--- src/rtl/mca_mem_scheduler.sv ---
// mca_mem_scheduler: owns the single-port spectrum RAM of the multichannel
// analyser. Sequences STOPPED/RUNNING/CLEARING from command pulses, arbitrates
// the RAM between event increments and readout, and runs the full clear.
// Optional feature macro: MCA_PRESET_TIME_EN (preset live-time run limit).
module mca_mem_scheduler #(
  parameter int ADDR_W = 10,
  parameter int DATA_W = 32
`ifdef MCA_PRESET_TIME_EN
  , parameter int PT_W = 32
`endif
) (
  input  logic              i_CLOCK_50,
  input  logic              i_rst,
  input  logic              i_cmd_start,
  input  logic              i_cmd_pause,
  input  logic              i_cmd_clear,
  input  logic              i_evt_valid,
  input  logic [ADDR_W-1:0] i_evt_channel,
  output logic              o_evt_ready,
  input  logic              i_rd_req,
  input  logic [ADDR_W-1:0] i_rd_addr,
  output logic              o_rd_ack,
  output logic [DATA_W-1:0] o_rd_data,
  output logic [ADDR_W-1:0] o_mem_addr,
  output logic              o_mem_we,
  output logic [DATA_W-1:0] o_mem_wdata,
  input  logic [DATA_W-1:0] i_mem_rdata,
`ifdef MCA_PRESET_TIME_EN
  input  logic [PT_W-1:0]   i_preset_ticks,
  output logic [PT_W-1:0]   o_live_ticks,
`endif
  output logic              o_running,
  output logic              o_clearing
);

  typedef enum logic [1:0] {STOPPED = 2'd0, RUNNING = 2'd1, CLEARING = 2'd2} run_t;
  typedef enum logic [2:0] {
    M_IDLE  = 3'd0,
    EV_RD   = 3'd1,
    EV_WAIT = 3'd2,
    EV_WR   = 3'd3,
    EV_DROP = 3'd4,
    RO_RD   = 3'd5,
    RO_WAIT = 3'd6,
    RO_ACK  = 3'd7
  } mem_t;

  run_t              r_run, w_run_nxt;
  mem_t              r_mem, w_mem_nxt;
  logic [ADDR_W-1:0] r_addr;
  logic [ADDR_W-1:0] r_clr_addr;
  logic              r_last_ev;
  logic [DATA_W-1:0] r_rd_data;
  logic [DATA_W-1:0] w_sat;
  logic              w_grant_ev, w_grant_ro;
  logic              w_clr_we;
  logic              w_start_blk;
  logic              w_preset_done;

`ifdef MCA_PRESET_TIME_EN
  logic [PT_W-1:0] r_live;
  logic [PT_W-1:0] w_live_inc;

  assign w_live_inc    = r_live + PT_W'(1);
  // A run whose live time already met a nonzero preset may not be restarted.
  assign w_start_blk   = (i_preset_ticks != '0) && (r_live >= i_preset_ticks);
  assign w_preset_done = (i_preset_ticks != '0) && (w_live_inc >= i_preset_ticks);
  assign o_live_ticks  = r_live;

  // Live-time counter: counts RUNNING cycles, zeroed when a clear is accepted.
  always_ff @(posedge i_CLOCK_50) begin
    if (i_rst)
      r_live <= '0;
    else if (r_run != CLEARING && w_run_nxt == CLEARING)
      r_live <= '0;
    else if (r_run == RUNNING)
      r_live <= w_live_inc;
  end
`else
  assign w_start_blk   = 1'b0;
  assign w_preset_done = 1'b0;
`endif

  // Run FSM next state; clear writes only once the mem FSM has drained.
  always_comb begin
    w_run_nxt = r_run;
    w_clr_we  = 1'b0;
    case (r_run)
      STOPPED: begin
        if (i_cmd_clear)
          w_run_nxt = CLEARING;
        else if (!i_cmd_pause && i_cmd_start && !w_start_blk)
          w_run_nxt = RUNNING;
      end
      RUNNING: begin
        if (i_cmd_clear)
          w_run_nxt = CLEARING;
        else if (i_cmd_pause || w_preset_done)
          w_run_nxt = STOPPED;
      end
      CLEARING: begin
        if (r_mem == M_IDLE) begin
          w_clr_we = 1'b1;
          if (r_clr_addr == '1)
            w_run_nxt = STOPPED;
        end
      end
      default: w_run_nxt = STOPPED;
    endcase
  end

  // Run state and clear address; the address restarts at 0 for every clear.
  always_ff @(posedge i_CLOCK_50) begin
    if (i_rst) begin
      r_run      <= STOPPED;
      r_clr_addr <= '0;
    end else begin
      r_run <= w_run_nxt;
      if (r_run != CLEARING)
        r_clr_addr <= '0;
      else if (w_clr_we)
        r_clr_addr <= r_clr_addr + ADDR_W'(1);
    end
  end

  // Mem FSM next state with round-robin arbitration; no grants while clearing.
  always_comb begin
    w_mem_nxt  = r_mem;
    w_grant_ev = 1'b0;
    w_grant_ro = 1'b0;
    case (r_mem)
      M_IDLE: begin
        if (r_run != CLEARING) begin
          if (i_evt_valid && i_rd_req) begin
            if (r_last_ev) w_grant_ro = 1'b1;
            else           w_grant_ev = 1'b1;
          end else if (i_evt_valid) begin
            w_grant_ev = 1'b1;
          end else if (i_rd_req) begin
            w_grant_ro = 1'b1;
          end
          if (w_grant_ro)
            w_mem_nxt = RO_RD;
          else if (w_grant_ev)
            w_mem_nxt = (r_run == RUNNING) ? EV_RD : EV_DROP;
        end
      end
      EV_RD:   w_mem_nxt = EV_WAIT;
      EV_WAIT: w_mem_nxt = EV_WR;
      EV_WR:   w_mem_nxt = M_IDLE;
      EV_DROP: w_mem_nxt = M_IDLE;
      RO_RD:   w_mem_nxt = RO_WAIT;
      RO_WAIT: w_mem_nxt = RO_ACK;
      RO_ACK:  w_mem_nxt = M_IDLE;
      default: w_mem_nxt = M_IDLE;
    endcase
  end

  // Mem state, grant-time address latch, last-grant side and readout holding reg.
  // Reset marks the event side as last granted so readout wins the first tie.
  always_ff @(posedge i_CLOCK_50) begin
    if (i_rst) begin
      r_mem     <= M_IDLE;
      r_addr    <= '0;
      r_last_ev <= 1'b1;
      r_rd_data <= '0;
    end else begin
      r_mem <= w_mem_nxt;
      if (w_grant_ev) begin
        r_addr    <= i_evt_channel;
        r_last_ev <= 1'b1;
      end else if (w_grant_ro) begin
        r_addr    <= i_rd_addr;
        r_last_ev <= 1'b0;
      end
      if (r_mem == RO_ACK)
        r_rd_data <= i_mem_rdata;
    end
  end

  assign w_sat = (i_mem_rdata == '1) ? i_mem_rdata : i_mem_rdata + DATA_W'(1);

  // RAM port mux: the address is held for the whole RMW/read so the read data
  // is valid by the WR/ACK cycle regardless of where the RAM registers it.
  always_comb begin
    o_mem_addr  = '0;
    o_mem_we    = 1'b0;
    o_mem_wdata = '0;
    case (r_mem)
      M_IDLE: begin
        if (w_clr_we) begin
          o_mem_addr = r_clr_addr;
          o_mem_we   = 1'b1;
        end
      end
      EV_DROP: o_mem_addr = '0;
      EV_WR: begin
        o_mem_addr  = r_addr;
        o_mem_we    = 1'b1;
        o_mem_wdata = w_sat;
      end
      default: o_mem_addr = r_addr;
    endcase
  end

  assign o_evt_ready = (r_mem == EV_RD) || (r_mem == EV_DROP);
  assign o_rd_ack    = (r_mem == RO_ACK);
  assign o_rd_data   = (r_mem == RO_ACK) ? i_mem_rdata : r_rd_data;
  assign o_running   = (r_run == RUNNING);
  assign o_clearing  = (r_run == CLEARING);

endmodule
--- config.mk ---
export PLATFORM = sky130hd
export DESIGN_NAME = mca_mem_scheduler
export DESIGN_NICKNAME = d
export VERILOG_FILES = /design/src/rtl/mca_mem_scheduler.sv
export SDC_FILE = /design/constraint.sdc
export NUM_CORES = 1
export LEC_CHECK = 0
export CAP_MARGIN = 25
export CORE_MARGIN = 2
export CORE_UTILIZATION = 40
export CTS_CLUSTER_DIAMETER = 80
export CTS_CLUSTER_SIZE = 20
export DETAILED_ROUTE_END_ITERATION = 6
export PLACE_DENSITY = 0.77
export SETUP_SLACK_MARGIN = 0.2
export SLEW_MARGIN = 10
export SYNTH_ARGS = -nofsm -noshare
export SYNTH_HDL_FRONTEND = slang
export SYNTH_SLANG_ARGS = --single-unit
--- constraint.sdc ---
create_clock -name i_CLOCK_50 -period 3.15 [get_ports i_CLOCK_50]
set_input_delay 0.7875 -clock i_CLOCK_50 [delete_from_list [all_inputs] [get_ports i_CLOCK_50]]
set_output_delay 0.7875 -clock i_CLOCK_50 [all_outputs]
set_load 0.05 [all_outputs]
Yosys cells after proc, flatten, opt, wreduce, memory -nomap -nowiden
Index checks and enable logic that the tools add are counted.

cells by class
  add/sub/neg operators = 2
  multiply operators = 0
  divide/modulo/power cells = 0
  $lt $le $gt $ge = 0
  equal/unequal tests = 18
  shift-type cells = 0
  muxes and demuxes = 38
  bitwise operators = 0
  reductions and logical operators = 12

operator list
  operator               count
  $mux 32                3
  $add 32x1->32 const B  1
  $eq 32x32->1 const B   1
  $mux 10                3
  $pmux 10 s2            1
  $mux 1                 18
  $pmux 3 s6             1
  $eq 3x3->1 const B     4
  $mux 2                 6
  $mux 3                 4
  $add 10x1->10 const B  1
  $eq 10x10->1 const B   1
  $eq 3x2->1 const B     2
  $ne 2x1->1 const B     3
  $ne 3x3->1 const B     2
  $pmux 2 s3             1
  $reduce_and 4->1       1
  $reduce_or 2->1        2
  $eq 3x1->1 const B     1
  $logic_not 3->1        1
  $ne 3x1->1 const B     1
  $reduce_or 3->1        1
  $eq 2x1->1 const B     1
  $eq 2x2->1 const B     1
  other kinds (8)        9

storage, ports and cells
  flip-flop bits (word level) = 58
  latch bits = 0
  bits in writable memories = 0
  ROM bits = 0
  bits of input ports = 59
  output and inout bits = 79
  memories kept = 0

Depth between registers and ports, before layout
Gate-level depths: netlist (run 1).

  depth in word-level cells = 9
  depth in mapped cells = 7
  mapped depth without buffers = 6

Worst setup path after synthesis (run 1)
No wires, ideal clock.

  kind = in2out
  from = input port i_mem_rdata[17]
  to = output port o_mem_wdata[25]
  arrival = 3526 ps
  required time = 2362 ps
  slack = -1164 ps
  cell stages on the path = 5
  path buffers = 1
  cells stage by stage = buf_2 > nand4_1 > nor3_1 > nand3_1 > o41ai_1

on the way
  longest elaborated chain between the ends = 3
  elaborated cells between the ends (all ways) = 4
  those cells by class = 1 x add/sub; 1 x eq/ne; 2 x mux

ends and longest elaborated chain
  item                                           RTL line  RTL
  start, declared                                27        input logic [DATA_W-1:0] i_mem_rdata,
  $add 32x1->32 or $eq 32x32->1 (tied branches)  181       assign w_sat = (i_mem_rdata == '1) ? i_mem_rdata : i_mem_rdata + DATA_W'(1);
  $mux 32 *                                      181
  $mux 32 *                                      189       case (r_mem)
  end, declared                                  26        output logic [DATA_W-1:0] o_mem_wdata,

Mark *: on every way between the ends. The rest lies on a longest branch, timed or not.

Worst setup path in the final report (run 1)
  from = input port i_mem_rdata[3]
  to = output port o_mem_wdata[31]

The elaborated chain is that of the path after synthesis.

==> run summary, run 1 <==
Outcome - complete, but fails checks
Failing checks - negative setup slack
Fin nets - 722
Synthesis-to-finish area growth - 101.7%
Number of clock sinks - 58
Chip width - 98.14 µm
Largest net degree at the start of global routing - 38
CP peak stage delay - 0.55 ns
Gpl congestion - 0.8728
Site Rows - 34
Fin. max-slew vios - 0
GRT overflow - 0
Register Area - 0.001161 mm²
Initial DRT Pass Iterations - 5
Placed cell areas - 0.006280 mm²
Slowest-stage cell, CP - or4_4
Share of cells above drive strength 1 - 54.35%
Post-Route Hold Slack - 0.5030 ns
Arr. time, crit path - 2.67 ns
First-pass GRT wire length - 23940 µm
Pre-CTS setup slack - -0.7503 ns
Switching share of power - 38.43%
RSZ-0062 raised after global routing - yes
HP Class - reg2reg
Most frequent cell after synthesis - dfxtp_1
Leakage - 2.890 nW
Total negative slack - -4.702 ns
Die Ht - 98.14 µm
CP delay by family, top - simple AND/OR/NAND/NOR gates
WP buf/inv - 2
Average cell area after synthesis - 8.243 µm²
CTS tree - yes
Max_cap viols - 0
Post-Syn Instances - 430
GRT Overall Usage - 30.85%
Critical Path Fanout Max - 6
Psw - 0.9373 mW
Clock Latency Late Sink - 0.35 ns
Filler cell count - 416
Core ar. - 0.008636 mm²
Final HPWL DP - 9577 µm
Critical Path Sink Type - primary output
Power Density - 341.2 mW/mm²
Buffers added on ports - 137
Worst IR Drop VDD - 342.4 µV
#FFs+latches synth - 58
Number of enable flip-flop cells after synthesis - 0
Fin area - 0.007148 mm²
Internal - 1.502 mW
Synth area leaders - dfxtp_1, mux2_2, nor2b_1
Mapped Area - 0.003545 mm²
Number of global-route vias before repair - 4705
Critical path class - in2out
CTS clk-pin slew, worst paths - 0.06 ns
Ys Warns - 0
Minimum clock period - 3.462 ns
Die area - 0.009630 mm²
Maximum root-to-sink buffer count - 2
Final hold viol count - 0
# setup viols final - 28
Most frequent cells after synthesis - dfxtp_1, nor2_1, nor2b_1
Clock power frac - 26.0%
Final period utilization - 109.9%
Register area share after synthesis - 32.76%
Clk_skew - 0.008587 ns
Vias per Instance - 6.117
Max H-tree Level - 3
Final worst slack - -0.3125 ns
CTS root buf - clkbuf_8
Logic pwr share - 39.3%
Fmax - 0.2888 GHz
Via count - 4741
Most used flip-flop cell after synthesis - dfxtp_1
CP cell instances - buf_6 -> nand4_4 -> or4_4 -> a2111o_1 -> or3_4 -> a21oi_4 -> buf_12
Inserted Clock Buffers - 9
Async S/R FF share, synth - 0%
Initial core utilization - 41.05%
Final Core Density - 82.77%
1st-iter DRT viols - 264
Synth cell types - 47
Num ports - 138
Area of the multi-input gates - 0.003018 mm²
Antenna-violating nets left - 0
Residual DRC - 0
Sequential share of power - 34.7%
Initial antenna violation count - 0
Worst Setup Start Kind - primary input
Max-slew headroom - 64.72%
Final wirelength - 17290 µm
Synth Net Count - 491
CP required - 2.36 ns
Yosys top cell area share - 32.76%
Synth area leader - dfxtp_1
Slew @ Worst Pin - 0.5276 ns
Routed WL per cell - 22.31 µm
cells in the final DEF, fill, tap and decap left out, types with 4 or more instances in the layout:
cell | synthesis | routed
o21ai_1 | 0 | 6
or3_4 | 0 | 9
nand3_2 | 0 | 5
mux2_2 | 28 | 28
buf_4 | 0 | 120
o21ai_2 | 0 | 4
clkbuf_8 | 0 | 10
a22o_1 | 10 | 10
nand3_1 | 16 | 9
o21ai_0 | 19 | 7
a211oi_1 | 8 | 7
or4_4 | 1 | 5
mux2i_1 | 9 | 9
dfxtp_1 | 58 | 58
clkdlybuf4s50_1 | 0 | 28
inv_1 | 8 | 7
nor2_4 | 0 | 8
buf_6 | 0 | 35
or2_2 | 4 | 4
nor2_1 | 47 | 37
buf_2 | 2 | 12
a21oi_4 | 0 | 11
and3_1 | 6 | 4
nor3_1 | 9 | 4
xor2_1 | 8 | 5
nor2b_1 | 37 | 37
nand4_1 | 10 | 10
a31oi_4 | 0 | 5
and4_1 | 6 | 4
nor3_4 | 0 | 4
a21oi_1 | 17 | 5
buf_12 | 0 | 46
a31oi_1 | 10 | 4
nand2_1 | 26 | 23
xnor2_1 | 10 | 6
state kept, by name, indices dropped and copies added (netlist names):
name,flops
r_rd_data,32
r_addr,10
r_clr_addr,10
r_mem,3
r_run,2
r_last_ev,1
kinds of logic (layout without fill, tap and decap cells):
| group | count (synthesis) | after routing | synth area share [%] |
|---|---|---|---|
| mux | 37 | 37 | 11.44 |
| flops | 58 | 58 | 32.76 |
| simple gates | 189 | 189 | 28.84 |
| other cells | 0 | 1 | 0 |
| fa+ha+maj | 2 | 2 | 0.7059 |
| compound gates | 91 | 91 | 18.04 |
| xor+xnor | 18 | 18 | 4.448 |
| buf+inv | 35 | 271 | 3.777 |
metal layers:
layer / track usage, % / wire length, µm
met1: 35.47 / 6328
met2: 54.11 / 8370
met3: 7.659 / 1652
met4: 13.80 / 938
met5: 0 / 0
worst min-delay path: cells and delay by family, from the launching register on:
kind,cells,cell delay (ns)
DFF,1,0.31
and+or+nand+nor,1,0.10
AOI/OAI and AO/OA,1,0.05
per-stage QoR:
step	instances	power [mW]
4_1_cts	768	2.386
2_1_floorplan	430	1.354
5_1_grt	774	2.521
3_3_place_gp	731	1.724
3_5_place_dp	731	1.744
6_report	775	2.439
layout make-up:
type / count / area share [%]
clock buffers: 11 / 1.978
inverters: 8 / 0.4201
well taps: 108 / 1.890
multi-input cells: 337 / 42.22
flip-flops and latches: 58 / 16.24
clock inverters: 5 / 0.4201
repair buffers: 247 / 36.79
diodes: 1 / 0.03501
final timing paths:
path,start,end,slack (ns),cells past startpoint
worst min register to register,r_addr[0],r_addr[0],0.50,2
worst max-delay path,i_mem_rdata[3],o_mem_wdata[31],-0.31,7
worst max register to register,r_mem[2],r_clr_addr[5],0.98,4
worst min-delay path,r_addr[0],r_addr[0],0.50,2
power by group through the flow:
stage	clock network [mW]	registers, mW	logic (mW)
CTS	0.625	0.844	0.917
detailed placement	0	0.858	0.885
finish	0.633	0.847	0.959
floorplan	0	0.824	0.530
global route	0.659	0.852	1.01
global placement	0	0.855	0.869
repair_timing:
| action | CTS | global route |
|---|---|---|
| setup buffers | 21 | 6 |
| pin swaps | 40 | 31 |
| hold buffers | 0 | 0 |
| resized for setup | 219 | 30 |
| endpoints found under the setup margin | 32 | 32 |
(Power assumes the default switching activity.)
==> run 2, diff against run 1 <==
Settings changed: CORE_MARGIN 2 to not set, CORE_UTILIZATION 40 to 50, DONT_BUFFER_PORTS set to 1, PLACE_DENSITY 0.77 to 0.68.
==> run 2 against run 1 <==
The flow still finishes with violations (negative setup slack). Critical endpoint unchanged. Final cell count shrank 24%. First-iteration DRC count decreased by 53%. Clock power fell by 3.5%. Cell area down 26%. Die area fell by 23%. Global-route usage down 3.0 points. Via count shrank 25%. Critical path depth shrank 1.
==> run summary, run 2 (same netlist as run 1, synthesis figures left out) <==
Via count - 3555 (-25%)
Outcome - complete, but fails checks
Fin. max-slew vios - 0 (unchanged)
Critical Path Fanout Max - 6 (unchanged)
Routed WL per cell - 17.89 µm (-20%)
Number of clock sinks - 58 (unchanged)
Leakage - 1.974 nW (-32%)
R2r worst-path depth - 4 (unchanged)
Largest net degree at the start of global routing - 49 (+29%)
Fin nets - 553 (-23%)
# setup viols final - 14 (-50%)
Die area - 0.007430 mm² (-23%)
Placed cell areas - 0.004683 mm² (-25%)
Num ports - 138 (unchanged)
Critical R2R Capture - r_addr[8]
Buffers added on ports - 0 (-100%)
Met3 WL post-DR - 743 µm (-55%)
Initial antenna violation count - 0 (unchanged)
Hold Path Stages - 2 (unchanged)
Worst IR Drop VDD - 374.7 µV (+9.4%)
CTS root buf - clkbuf_8
Routed wl met2 - 5239 µm (-37%)
Hold Startpoint - r_addr[0]
Final HPWL DP - 7489 µm (-22%)
CP required - 2.36 ns (about the same)
Slowest-stage cell, CP - or4_4
Post-Route Hold Slack - 0.4975 ns (-0.005478 ns)
Final worst slack - -0.2204 ns (+0.09202 ns)
Psw - 0.7847 mW (-16%)
Logic pwr share - 31.2% (-8.1 points)
Routed metal-1 wirelength - 4364 µm (-31%)
Site Rows - 30 (-12%)
Residual DRC - 0 (unchanged)
Final wirelength - 10590 µm (-39%)
Final period utilization - 107.0% (-2.9 points)
1st-iter DRT viols - 125 (-53%)
Largest register FFs - 32 (unchanged)
Chip width - 86.20 µm (-12%)
RSZ-0062 raised after global routing - yes
Sequential share of power - 39.9% (+5.2 points)
Switching share of power - 37.17% (-1.3 points)
Slew @ Worst Pin - 0.8169 ns (+0.2893 ns)
Number of global-route vias before repair - 3436 (-27%)
Die Ht - 86.20 µm (-12%)
Hold EP - r_addr[0]
Most common cell after layout, fill and taps aside - dfxtp_1
Fmax - 0.2967 GHz (+2.7%)
Minimum clock period - 3.370 ns (-0.09202 ns)
Arr. time, crit path - 2.58 ns (-0.09 ns)
Highest Signal Layer - met4
Antenna-violating nets left - 0 (unchanged)
Filler cell count - 491 (+18%)
Core ar. - 0.006832 mm² (-21%)
First-pass GRT wire length - 16080 µm (-33%)
CP peak stage delay - 0.55 ns (about the same)
Critical Path Sink Type - primary output
Critical path class - in2out
Clk_skew - 0.005176 ns (-0.003411 ns)
Initial core utilization - 51.89% (+11 points)
Max_cap viols - 0 (unchanged)
Maximum root-to-sink buffer count - 2 (unchanged)
R2R setup slack - 0.95 ns (-0.03 ns)
Failing checks - negative setup slack
Total negative slack - -1.613 ns (+3.089 ns)
Post-CTS Hold Fix Bufs - 0 (unchanged)
Final hold viol count - 0 (unchanged)
Top reg by flops - r_rd_data
Share of cells above drive strength 1 - 42.74% (-12 points)
Diode count - 0 (-1)
Final Core Density - 77.00% (-5.8 points)
Vias per Instance - 6.005 (-1.8%)
CP cell instances - nand4_4 -> or4_4 -> a2111o_1 -> or3_4 -> a21oi_4 -> buf_12
Gpl congestion - 0.8541 (-2.1%)
GRT Overall Usage - 27.80% (-3.0 points)
Internal - 1.326 mW (-12%)
Max H-tree Level - 3 (unchanged)
Max-slew headroom - 45.34% (-19 points)
Commonest cells after routing, fill and taps aside - dfxtp_1, buf_4, nor2_1, nor2b_1, mux2_2
Power Density - 401.3 mW/mm² (+18%)
FF-to-FF Start - r_mem[2]
GRT overflow - 0 (unchanged)
Synthesis-to-finish area growth - 48.39%
Inserted Clock Buffers - 9 (unchanged)
Fin area - 0.005260 mm² (-26%)
Clock Latency Late Sink - 0.34 ns (about the same)
Top Registers - r_rd_data x32, r_addr x10, r_clr_addr x10
HP Class - reg2reg
Initial DRT Pass Iterations - 4 (-1)
Clock power frac - 28.9% (+2.9 points)
CTS clk-pin slew, worst paths - 0.07 ns (about the same)
Worst Setup Start Kind - primary input
CTS tree - yes
Total power - 2.111 mW (-13%)
-- run 2: cell types whose count changed in the layout (fill, tap and decap cells not counted), sizes merged --
cell           before  now
buf               216   78
clkinv              3    2
clkdlybuf4s50      28    0
diode               1    0
clkdlybuf4s15       2    0
dlygate4sd2         1    0
-- run 2: worst max-delay path by stage --
stage | startpoint | end | cells after the start
floorplan | i_mem_rdata[8] | o_mem_wdata[31] | 6
global placement | i_mem_rdata[2] | o_mem_wdata[31] | 6
detailed placement | i_mem_rdata[2] | o_mem_wdata[31] | 6
CTS | i_mem_rdata[2] | o_mem_wdata[31] | 6
global route | i_mem_rdata[2] | o_mem_wdata[17] | 9
finish | i_mem_rdata[2] | o_mem_wdata[31] | 6
-- run 2: cell type report --
| class | count | area (µm²) | share of cell area [%] |
|---|---|---|---|
| inverters | 8 | 30.03 | 0.5709 |
| flip-flops and latches | 58 | 1161 | 22.07 |
| multi-input cells | 337 | 2892 | 54.97 |
| clock buffers | 11 | 141.4 | 2.688 |
| clock inverters | 4 | 28.78 | 0.5471 |
| well taps | 96 | 120.1 | 2.284 |
| repair buffers | 78 | 887.1 | 16.86 |
-- run 2: power by group through the flow --
stage / clock network (mW) / registers, mW / logic (mW)
after global placement: 0 / 0.857 / 0.628
final: 0.611 / 0.842 / 0.659
after global routing: 0.655 / 0.850 / 0.704
after detailed placement: 0 / 0.859 / 0.636
after floorplan: 0 / 0.824 / 0.530
after CTS: 0.618 / 0.842 / 0.652
-- run 2: stage by stage --
stage | setup slack (ns) | instances
finish | -0.2204 | 592
floorplan | -0.2202 | 430
global placement | -0.1967 | 568
detailed placement | -0.2121 | 568
global route | -0.2532 | 592
CTS | -0.2036 | 591
-- run 2: critical path, delay by kind of cell --
kind,cells,cell delay (ns)
buffers and inverters,1,0.15
and+or+nand+nor,3,1.06
AOI/OAI and AO/OA,2,0.57
-- run 2: what timing repair did --
action | CTS | global route
resized for setup | 47 | 24
hold endpoints to repair | 0 | 0
setup buffers | 8 | 1
endpoints found under the setup margin | 29 | 35
pin swaps | 22 | 14
-- run 2: per-layer routing --
| metal | GRT usage [%] | vias to the layer above |
|---|---|---|
| met5 | 0 | - |
| met4 | 11.82 | 0 |
| met3 | 6.857 | 20 |
| met2 | 47.84 | 149 |
| met1 | 32.98 | 1689 |
| li1 | - | 1697 |
